## src/rtl/arith_unit_if.sv

```systemverilog
// arith_unit_if - start/done handshake and result bus of arith_unit.
//
// Parameter:
//   WIDTH      operand/result width in bits (>= 2)
// Signals:
//   start, op, a, b                      request side (driven by master)
//   busy, done, result, result_hi,
//   overflow, carry, zero, negative      completion side (driven by slave)
// Modports:
//   master  command source (UART command decoder / testbench)
//   slave   arith_unit
interface arith_unit_if #(
    parameter int WIDTH = 8
);
    logic             start;
    logic [1:0]       op;
    logic [WIDTH-1:0] a;
    logic [WIDTH-1:0] b;
    logic             busy;
    logic             done;
    logic [WIDTH-1:0] result;
    logic [WIDTH-1:0] result_hi;
    logic             overflow;
    logic             carry;
    logic             zero;
    logic             negative;

    modport master (
        output start, op, a, b,
        input  busy, done, result, result_hi, overflow, carry, zero, negative
    );

    modport slave (
        input  start, op, a, b,
        output busy, done, result, result_hi, overflow, carry, zero, negative
    );
endinterface

```

## src/rtl/arith_unit.sv

```systemverilog
// arith_unit - sequential add/subtract/add-with-carry/multiply unit.
//
// ADD, SUB and ADC finish on the edge that accepts start. MUL is an unsigned
// shift-add multiplier taking WIDTH steps after acceptance. All results and
// flags are registered and hold until the next completion or reset.
//
// Configuration macro:
//   ARITH_MUL_EN  when defined, the multiplier (MUL state, step counter and
//                 accumulator) is built. When undefined, op = MUL completes
//                 in one cycle with zero result and all flags cleared.
//
// Ports:
//   clk    system clock, rising edge
//   rst_n  synchronous active-low reset
//   bus    arith_unit_if slave modport (start/op/a/b in, results/flags out)
module arith_unit #(
    parameter int WIDTH = 8
) (
    input  logic         clk,
    input  logic         rst_n,
    arith_unit_if.slave  bus
);
    localparam logic [1:0] OP_ADD = 2'b00;
    localparam logic [1:0] OP_SUB = 2'b01;
    localparam logic [1:0] OP_MUL = 2'b10;
    localparam logic [1:0] OP_ADC = 2'b11;

    typedef enum logic {
        S_IDLE = 1'b0,
        S_MUL  = 1'b1
    } state_t;

    state_t           state_q, state_d;
    logic             busy_q, busy_d;
    logic             done_q, done_d;
    logic [WIDTH-1:0] result_q, result_d;
    logic [WIDTH-1:0] result_hi_q, result_hi_d;
    logic             overflow_q, overflow_d;
    logic             carry_q, carry_d;
    logic             zero_q, zero_d;
    logic             negative_q, negative_d;

    // Adder datapath shared by ADD, SUB and ADC.
    logic [WIDTH-1:0] b_eff_s;
    logic             cin_s;
    logic [WIDTH:0]   sum_ext_s;
    logic [WIDTH-1:0] sum_s;

`ifdef ARITH_MUL_EN
    localparam int CNT_W = $clog2(WIDTH + 1);

    // prod_q holds {partial high word, remaining multiplier bits}; the low
    // half shifts out the multiplier while the product shifts in from above.
    logic [2*WIDTH-1:0] prod_q, prod_d;
    logic [WIDTH-1:0]   mcand_q, mcand_d;
    logic [CNT_W-1:0]   cnt_q, cnt_d;
    logic [WIDTH:0]     step_sum_s;
    logic [2*WIDTH-1:0] step_prod_s;
`endif

    // Next-state and next-output computation for both states.
    always_comb begin
        state_d     = state_q;
        busy_d      = busy_q;
        done_d      = 1'b0;
        result_d    = result_q;
        result_hi_d = result_hi_q;
        overflow_d  = overflow_q;
        carry_d     = carry_q;
        zero_d      = zero_q;
        negative_d  = negative_q;

        // SUB is a + ~b + 1; ADC feeds back the carry of the previous op.
        b_eff_s   = (bus.op == OP_SUB) ? ~bus.b : bus.b;
        cin_s     = (bus.op == OP_SUB) ? 1'b1 : ((bus.op == OP_ADC) ? carry_q : 1'b0);
        sum_ext_s = {1'b0, bus.a} + {1'b0, b_eff_s} + {{WIDTH{1'b0}}, cin_s};
        sum_s     = sum_ext_s[WIDTH-1:0];

`ifdef ARITH_MUL_EN
        prod_d  = prod_q;
        mcand_d = mcand_q;
        cnt_d   = cnt_q;

        step_sum_s  = {1'b0, prod_q[2*WIDTH-1:WIDTH]}
                    + (prod_q[0] ? {1'b0, mcand_q} : {(WIDTH + 1){1'b0}});
        step_prod_s = {step_sum_s, prod_q[WIDTH-1:1]};
`endif

        case (state_q)
            S_IDLE: begin
                if (bus.start) begin
                    if (bus.op == OP_MUL) begin
`ifdef ARITH_MUL_EN
                        mcand_d = bus.a;
                        prod_d  = {{WIDTH{1'b0}}, bus.b};
                        cnt_d   = {CNT_W{1'b0}};
                        busy_d  = 1'b1;
                        state_d = S_MUL;
`else
                        // No multiplier: complete at once with everything cleared.
                        result_d    = {WIDTH{1'b0}};
                        result_hi_d = {WIDTH{1'b0}};
                        overflow_d  = 1'b0;
                        carry_d     = 1'b0;
                        zero_d      = 1'b0;
                        negative_d  = 1'b0;
                        done_d      = 1'b1;
`endif
                    end else begin
                        result_d    = sum_s;
                        result_hi_d = {WIDTH{1'b0}};
                        carry_d     = sum_ext_s[WIDTH];
                        overflow_d  = (bus.a[WIDTH-1] == b_eff_s[WIDTH-1])
                                   && (sum_s[WIDTH-1] != bus.a[WIDTH-1]);
                        zero_d      = (sum_s == {WIDTH{1'b0}});
                        negative_d  = sum_s[WIDTH-1];
                        done_d      = 1'b1;
                    end
                end else begin
                    state_d = S_IDLE;
                end
            end
            S_MUL: begin
`ifdef ARITH_MUL_EN
                prod_d = step_prod_s;
                if (cnt_q == CNT_W'(WIDTH - 1)) begin
                    result_hi_d = step_prod_s[2*WIDTH-1:WIDTH];
                    result_d    = step_prod_s[WIDTH-1:0];
                    carry_d     = (step_prod_s[2*WIDTH-1:WIDTH] != {WIDTH{1'b0}});
                    overflow_d  = (step_prod_s[2*WIDTH-1:WIDTH] != {WIDTH{1'b0}});
                    zero_d      = (step_prod_s == {(2*WIDTH){1'b0}});
                    negative_d  = 1'b0;
                    done_d      = 1'b1;
                    busy_d      = 1'b0;
                    state_d     = S_IDLE;
                end else begin
                    cnt_d = cnt_q + {{(CNT_W-1){1'b0}}, 1'b1};
                end
`else
                state_d = S_IDLE;
`endif
            end
            default: begin
                state_d = S_IDLE;
                busy_d  = 1'b0;
            end
        endcase
    end

    // State and output registers with synchronous active-low reset.
    always_ff @(posedge clk) begin
        if (!rst_n) begin
            state_q     <= S_IDLE;
            busy_q      <= 1'b0;
            done_q      <= 1'b0;
            result_q    <= {WIDTH{1'b0}};
            result_hi_q <= {WIDTH{1'b0}};
            overflow_q  <= 1'b0;
            carry_q     <= 1'b0;
            zero_q      <= 1'b0;
            negative_q  <= 1'b0;
`ifdef ARITH_MUL_EN
            prod_q      <= {(2*WIDTH){1'b0}};
            mcand_q     <= {WIDTH{1'b0}};
            cnt_q       <= {CNT_W{1'b0}};
`endif
        end else begin
            state_q     <= state_d;
            busy_q      <= busy_d;
            done_q      <= done_d;
            result_q    <= result_d;
            result_hi_q <= result_hi_d;
            overflow_q  <= overflow_d;
            carry_q     <= carry_d;
            zero_q      <= zero_d;
            negative_q  <= negative_d;
`ifdef ARITH_MUL_EN
            prod_q      <= prod_d;
            mcand_q     <= mcand_d;
            cnt_q       <= cnt_d;
`endif
        end
    end

    assign bus.busy      = busy_q;
    assign bus.done      = done_q;
    assign bus.result    = result_q;
    assign bus.result_hi = result_hi_q;
    assign bus.overflow  = overflow_q;
    assign bus.carry     = carry_q;
    assign bus.zero      = zero_q;
    assign bus.negative  = negative_q;
endmodule

```

## src/flat_wrapper.sv

```systemverilog
// flat-port wrapper written by rule: the top's interface ports become plain ports
module arith_unit_flat 
#(
    parameter int WIDTH = 8
)
  (clk, rst_n, bus_start, bus_op, bus_a, bus_b, bus_busy, bus_done, bus_result, bus_result_hi, bus_overflow, bus_carry, bus_zero, bus_negative);
  arith_unit_if #(.WIDTH(WIDTH)) bus_i ();
  input  logic clk;
  input  logic rst_n;
  input wire logic [$bits(bus_i.start)-1:0] bus_start;
  input wire logic [$bits(bus_i.op)-1:0] bus_op;
  input wire logic [$bits(bus_i.a)-1:0] bus_a;
  input wire logic [$bits(bus_i.b)-1:0] bus_b;
  output wire logic [$bits(bus_i.busy)-1:0] bus_busy;
  output wire logic [$bits(bus_i.done)-1:0] bus_done;
  output wire logic [$bits(bus_i.result)-1:0] bus_result;
  output wire logic [$bits(bus_i.result_hi)-1:0] bus_result_hi;
  output wire logic [$bits(bus_i.overflow)-1:0] bus_overflow;
  output wire logic [$bits(bus_i.carry)-1:0] bus_carry;
  output wire logic [$bits(bus_i.zero)-1:0] bus_zero;
  output wire logic [$bits(bus_i.negative)-1:0] bus_negative;
  assign bus_i.start = bus_start;
  assign bus_i.op = bus_op;
  assign bus_i.a = bus_a;
  assign bus_i.b = bus_b;
  assign bus_busy = bus_i.busy;
  assign bus_done = bus_i.done;
  assign bus_result = bus_i.result;
  assign bus_result_hi = bus_i.result_hi;
  assign bus_overflow = bus_i.overflow;
  assign bus_carry = bus_i.carry;
  assign bus_zero = bus_i.zero;
  assign bus_negative = bus_i.negative;
  arith_unit #(.WIDTH(WIDTH)) u_core (.clk(clk), .rst_n(rst_n), .bus(bus_i));
endmodule
```

## config.mk

```make
export PLATFORM = sky130hd
export DESIGN_NAME = arith_unit_flat
export DESIGN_NICKNAME = d
export VERILOG_FILES = /design/src/rtl/arith_unit_if.sv /design/src/rtl/arith_unit.sv /design/src/flat_wrapper.sv
export SDC_FILE = /design/constraint.sdc
export NUM_CORES = 1
export LEC_CHECK = 0
export ABC_AREA = 1
export BUFFER_PORTS_ARGS = -buffer_cell sky130_fd_sc_hd__buf_2
export CAP_MARGIN = 20
export CORE_MARGIN = 3
export CORE_UTILIZATION = 45
export DETAILED_ROUTE_END_ITERATION = 8
export PLACE_DENSITY = 0.87
export SETUP_SLACK_MARGIN = 0.15
export SLEW_MARGIN = 10
export SYNTH_ARGS = -nofsm -noshare
export SYNTH_HDL_FRONTEND = slang
export SYNTH_SLANG_ARGS = --single-unit
export TNS_END_PERCENT = 1
```

## constraint.sdc

```tcl
create_clock -name clk -period 4.1 [get_ports clk]
set_clock_uncertainty 0.05 [all_clocks]
set_input_delay 0.205 -clock clk [delete_from_list [all_inputs] [get_ports clk]]
set_output_delay 0.205 -clock clk [all_outputs]
set_load 0.01 [all_outputs]
```

* Word-level counts from Yosys, hierarchy flattened *
Cells that the tools add are included.
Widths: inputs -> output; s select.

cells by class
  $add $sub $neg = 2
  multiply operators = 0
  div/mod/pow operators = 0
  magnitude comparators = 0
  equality and inequality tests = 5
  shift-type cells = 0
  multiplexer cells = 9
  bitwise gates (word level) = 1
  reductions and logical operators = 2

operators with widths
  kind                number
  $mux 8              2
  $add 8x8->9         1
  $add 9x1->9         1
  $logic_not 8->1     1
  $not 8->8           1
  $mux 1              7
  $eq 2x2->1 const B  2
  $eq 2x1->1 const B  1
  $eq 1x1->1          1
  $logic_and 1x1->1   1
  $ne 1x1->1          1

storage, ports and cells
  register bits = 13
  bits in latches = 0
  memory bits (writable) = 0
  bits in read-only memories = 0
  input bits = 21
  output and inout bits = 22
  word-level logic and storage cells = 25
  memories = 0

* Logic depth before layout (Yosys ltp) *
  depth after elaboration = 7
  depth in mapped cells = 16
  gate-level depth less buffers = 16

* Least setup slack after synthesis *
OpenSTA, ideal clock, no wires.

  path kind = input port to flip-flop
  from = input port bus_op[1]
  to = register u_core.zero_q (netlist: u_core.bus.zero)
  library setup time = 70 ps
  data arrival time = 2063 ps
  data required time = 3980 ps
  setup slack = 1916 ps
  cell stages on the path = 15
  buffers on the path = 0
  path through = inv_1 nand2_1 xnor2_1 fa_1 inv_1 fa_1 inv_1 nand2_1 nand2_1 nand3_1 nand2_1 nand3_1 nor2_1 nand2_1 a21oi_1

on the way
  longest elaborated chain between the ends = 6
  elaborated cells between the ends (all ways) = 10
  those cells by class = add/sub: 2; eq/ne: 3; mux: 4; reduce/logical: 1

ends and longest elaborated chain
  what                                      line                                text
  from (decl)                               flat_wrapper.sv:11                  input wire logic [$bits(bus_i.op)-1:0] bus_op;
  $eq 2x1->1 or $eq 2x2->1 (tied branches)  arith_unit.sv:74, arith_unit.sv:75
  $mux 8 or $mux 1 (tied branches)          arith_unit.sv:74, arith_unit.sv:75
  $add 8x8->9 or $mux 1 (tied branches)     arith_unit.sv:76, arith_unit.sv:75
  $add 9x1->9                               arith_unit.sv:76                    sum_ext_s = {1'b0, bus.a} + {1'b0, b_eff_s} + {{WIDTH{1'b0}}, cin_s};
  $logic_not 8->1                           arith_unit.sv:115                   zero_d = (sum_s == {WIDTH{1'b0}});
  $mux 1 *                                  arith_unit.sv:92                    if (bus.op == OP_MUL) begin
  to (signal assigned)                      arith_unit.sv:175                   zero_q <= zero_d;
  to (decl)                                 arith_unit.sv:40                    logic zero_q, zero_d;

Every way passes the cells marked *; elsewhere a longest branch is shown, timed or not.
A chain may end at the register's enable or synchronous reset.

* Worst setup path after layout *
Ends and elaborated chain as after synthesis.

==> impl_summary.log <==
INFO  metric finalSetupTns = 0 ps
INFO  metric min_period = 2260 ps
INFO  metric vias_per_cell = 4.62
INFO  metric ff_latch_area = 240 sq um
INFO  metric num_rows = 16
INFO  metric finalCritPeriodShare = 55.0%
INFO  metric filler_cell_count = 224
INFO  metric cell_breakdown_of_the_critical_path = buf_2, inv_1, nand2_1, xnor2_1, fa_1, inv_1, fa_1, inv_1, nand2_1, nand2_1, nand3_1, nand2_1, nand2_1, nand2_1, nor2_1, nand2_1, a21oi_1
INFO  metric pwr-share-comb = 41.7%
INFO  metric cts.path.max_buffers = 2
INFO  metric timing.critical_path.fanout_max = 9
INFO  metric detailedRoute.firstPassIterationCount = 4
INFO  metric grt_pass1_wl = 3370 um
INFO  metric ys_seq_area_share = 23.0%
INFO  metric timing.final.setup_violations = 0
INFO  metric drv.max_cap_violation_count = 0
INFO  metric ctsHoldBuffers = 0
INFO  metric synth_enable_flop_cells = 0
INFO  metric max_clock_freq = 0.443 GHz
INFO  metric post_synth_cell_types = 18
INFO  metric final_critical_path_setup_slack = 1840 ps
INFO  metric h-tree-depth = 1
INFO  metric cp_common_cell = sky130_fd_sc_hd__nand2_1
INFO  metric grt_overflow_total = 0
INFO  metric power_per_cell_area = 311 nW/um^2
INFO  metric num_vias = 1020
INFO  metric report.final.slew_viol_count = 0
INFO  metric wire_per_inst = 9.55 um
INFO  metric power_leakage = 0.691 nW
INFO  metric drive_above_1_share = 19.6%
INFO  metric utilization = 59.0%
INFO  metric syn_to_final_growth = 17.5%
INFO  metric post-dp-hpwl = 1780 um
INFO  metric die-area = 2940 sq um
INFO  metric cell_type_of_the_slowest_stage_on_the_worst_timing_path = sky130_fd_sc_hd__fa_1
INFO  metric grt_max_degree = 14
INFO  metric syn-mean-instance-area = 6.49 sq um
INFO  metric number_of_instances_resized_during_post_cts_repair = 0
INFO  metric clkPwrFrac = 24.0%
INFO  metric cts_post_setup_buffers_inserted = 0
INFO  metric chipWidth = 54.2 um
INFO  metric path_type_of_the_worst_setup_path = in -> reg
INFO  metric finalHoldViolCount = 0
INFO  metric pre_cts_ws = 1540 ps
INFO  metric p_int = 244 uW
INFO  metric cts-buffers-inserted = 3
INFO  metric worst_setup_hold_path_clk_slew = 80 ps
INFO  metric final_replace_weighted_congestion = 0.852
INFO  metric insertedDiodeCount = 0
INFO  metric register_bit_count_reported_by_yosys = 12
INFO  metric multi_input_comb_area = 673 sq um
INFO  metric fin_cells = 221
INFO  metric power_switching = 138 uW
INFO  metric number_of_antenna_violations_at_the_first_check_in_global_routing = 0
INFO  metric holdCritPathClass = in -> reg
INFO  metric critical_path_arrival = 2350 ps
INFO  metric worstSkewPairLatency = 270 ps
INFO  metric overall_routing_resource_usage = 15.4%
INFO  metric postRouteAntennaNets = 0
INFO  metric fp.coreArea = 2080 sq um
INFO  metric boundaryPins = 43
INFO  metric worstPathRequired = 4190 ps
INFO  metric die_h = 54.2 um
INFO  metric fin_nets = 226
INFO  metric totalPowerFinal = 382 uW
INFO  metric setup_repair_after_global_routing_missed_its_margin = false
INFO  metric timing.critical_path.to_type = flop
INFO  metric synth-main-ff-cell = sky130_fd_sc_hd__dfxtp_1
INFO  metric first_global_vias = 848
INFO  metric synth-async-reset-ratio = 0%
INFO  metric vdd_ir_drop_max = 0.191 mV
INFO  metric portBuffers = 33
INFO  metric outcome = finished clean
INFO  metric pwr-share-seq = 34.3%
INFO  metric detail_route.drc_violations = 0
INFO  metric drtIter0Drc = 18
INFO  metric numPlacedInstances = 217
INFO  metric start_util = 50.2%
INFO  metric clkSinkCount = 12
INFO  metric netlist_area = 1040 sq um
INFO  metric synth_cells = 161
INFO  metric critical-path-max-stage-delay = 390 ps
INFO  metric tritoncts = done
INFO  metric drt-total-wl = 2110 um
INFO  metric root_buffer = sky130_fd_sc_hd__clkbuf_4
INFO  metric cp-start-kind = input port
INFO  metric synth-warning-count = 0
INFO  metric power.share.switching = 36.2%
==> sequential cells by signal, indices dropped and copies added, names as in the netlist <==
signal               count
u_core.bus.carry         1
u_core.bus.overflow      1
u_core.bus.done          1
u_core.bus.result        8
u_core.bus.zero          1
==> cells in the mapped netlist (2+ instances only) <==
cell | n | area [sq um]
sky130_fd_sc_hd__xor2_1 | 2 | 17.5
sky130_fd_sc_hd__a21oi_1 | 15 | 75.1
sky130_fd_sc_hd__nor2_1 | 9 | 33.8
sky130_fd_sc_hd__xnor2_1 | 8 | 70.1
sky130_fd_sc_hd__nand2_1 | 52 | 195
sky130_fd_sc_hd__fa_1 | 2 | 40.0
sky130_fd_sc_hd__ha_1 | 8 | 100
sky130_fd_sc_hd__inv_1 | 21 | 78.8
sky130_fd_sc_hd__nand4_1 | 2 | 12.5
sky130_fd_sc_hd__clkbuf_1 | 2 | 7.51
sky130_fd_sc_hd__dfxtp_1 | 12 | 240
sky130_fd_sc_hd__buf_4 | 10 | 75.1
sky130_fd_sc_hd__nand3_1 | 13 | 65.1
==> routing by layer <==
metal  vias to the layer above  routed length (um)  track usage, %  part of all wire [%]
li1                        552                   -               -                     -
met1                       434                 920            19.5                    44
met2                        30                1040            26.1                    49
met3                         4                 116            2.49                   5.5
met4                         0                  38            4.98                   1.8
met5                         -                   0               0                     0
==> cell type report <==
class / count / area share, %
Timing Repair Buffer: 33 / 13.5
Inverter: 21 / 6.42
Tap cell: 27 / 2.75
Clock buffer: 4 / 2.96
Sequential cell: 12 / 19.6
Multi-Input combinational cell: 124 / 54.8
==> power by group through the flow <==
stage / logic [mW] / registers [mW] / clock network (mW)
6_report: 0.159 / 0.131 / 0.0917
5_1_grt: 0.183 / 0.132 / 0.0946
4_1_cts: 0.159 / 0.131 / 0.0909
3_5_place_dp: 0.158 / 0.134 / 0
3_3_place_gp: 0.156 / 0.133 / 0
2_1_floorplan: 0.120 / 0.138 / 0
==> layout by cell type, fill, tap and decap left out, types with 3 or more instances in the layout <==
cell type,Yosys,layout
sky130_fd_sc_hd__nand2_1,52,52
sky130_fd_sc_hd__buf_2,0,33
sky130_fd_sc_hd__xnor2_1,8,8
sky130_fd_sc_hd__dfxtp_1,12,12
sky130_fd_sc_hd__nand3_1,13,13
sky130_fd_sc_hd__nor2_1,9,9
sky130_fd_sc_hd__ha_1,8,8
sky130_fd_sc_hd__inv_1,21,21
sky130_fd_sc_hd__conb_1,1,9
sky130_fd_sc_hd__a21oi_1,15,15
sky130_fd_sc_hd__clkbuf_4,0,3
==> critical path, delay by kind of cell <==
family,cells,cell delay [ps]
xor+xnor,1,310
simple gates,9,840
buf+inv,4,280
fa+ha+maj,2,640
compound gates,1,50
==> worst paths after layout <==
check | start | endpoint | slack (ps) | cells after the start
worst max-delay path | bus_op[1] | u_core.bus.zero$_SDFFE_PN0P_ | 1840 | 17
worst min-delay path | bus_start | u_core.bus.done$_SDFF_PN0_ | 80 | 3
worst max register to register | u_core.bus.carry$_SDFFE_PN0P_ | u_core.bus.zero$_SDFFE_PN0P_ | 1990 | 15
worst min register to register | u_core.bus.overflow$_SDFFE_PN0P_ | u_core.bus.overflow$_SDFFE_PN0P_ | 420 | 2
==> cell families after synthesis <==
| family | after synthesis | synth area share (%) |
|---|---|---|
| simple gates | 79 | 31.5 |
| buf+inv | 33 | 15.4 |
| compound gates | 16 | 7.90 |
| xor+xnor | 10 | 8.38 |
| other cells | 1 | 0.359 |
| flops | 12 | 23.0 |
| fa+ha+maj | 10 | 13.4 |
==> through the flow <==
stage / instance area (sq um) / hold WS [ps]
after floorplan: 1070 / 248
after global placement: 1190 / 347
after detailed placement: 1190 / 360
after CTS: 1230 / 87.8
after global routing: 1230 / 83.1
final: 1230 / 76.7
(Power assumes the default switching activity.)
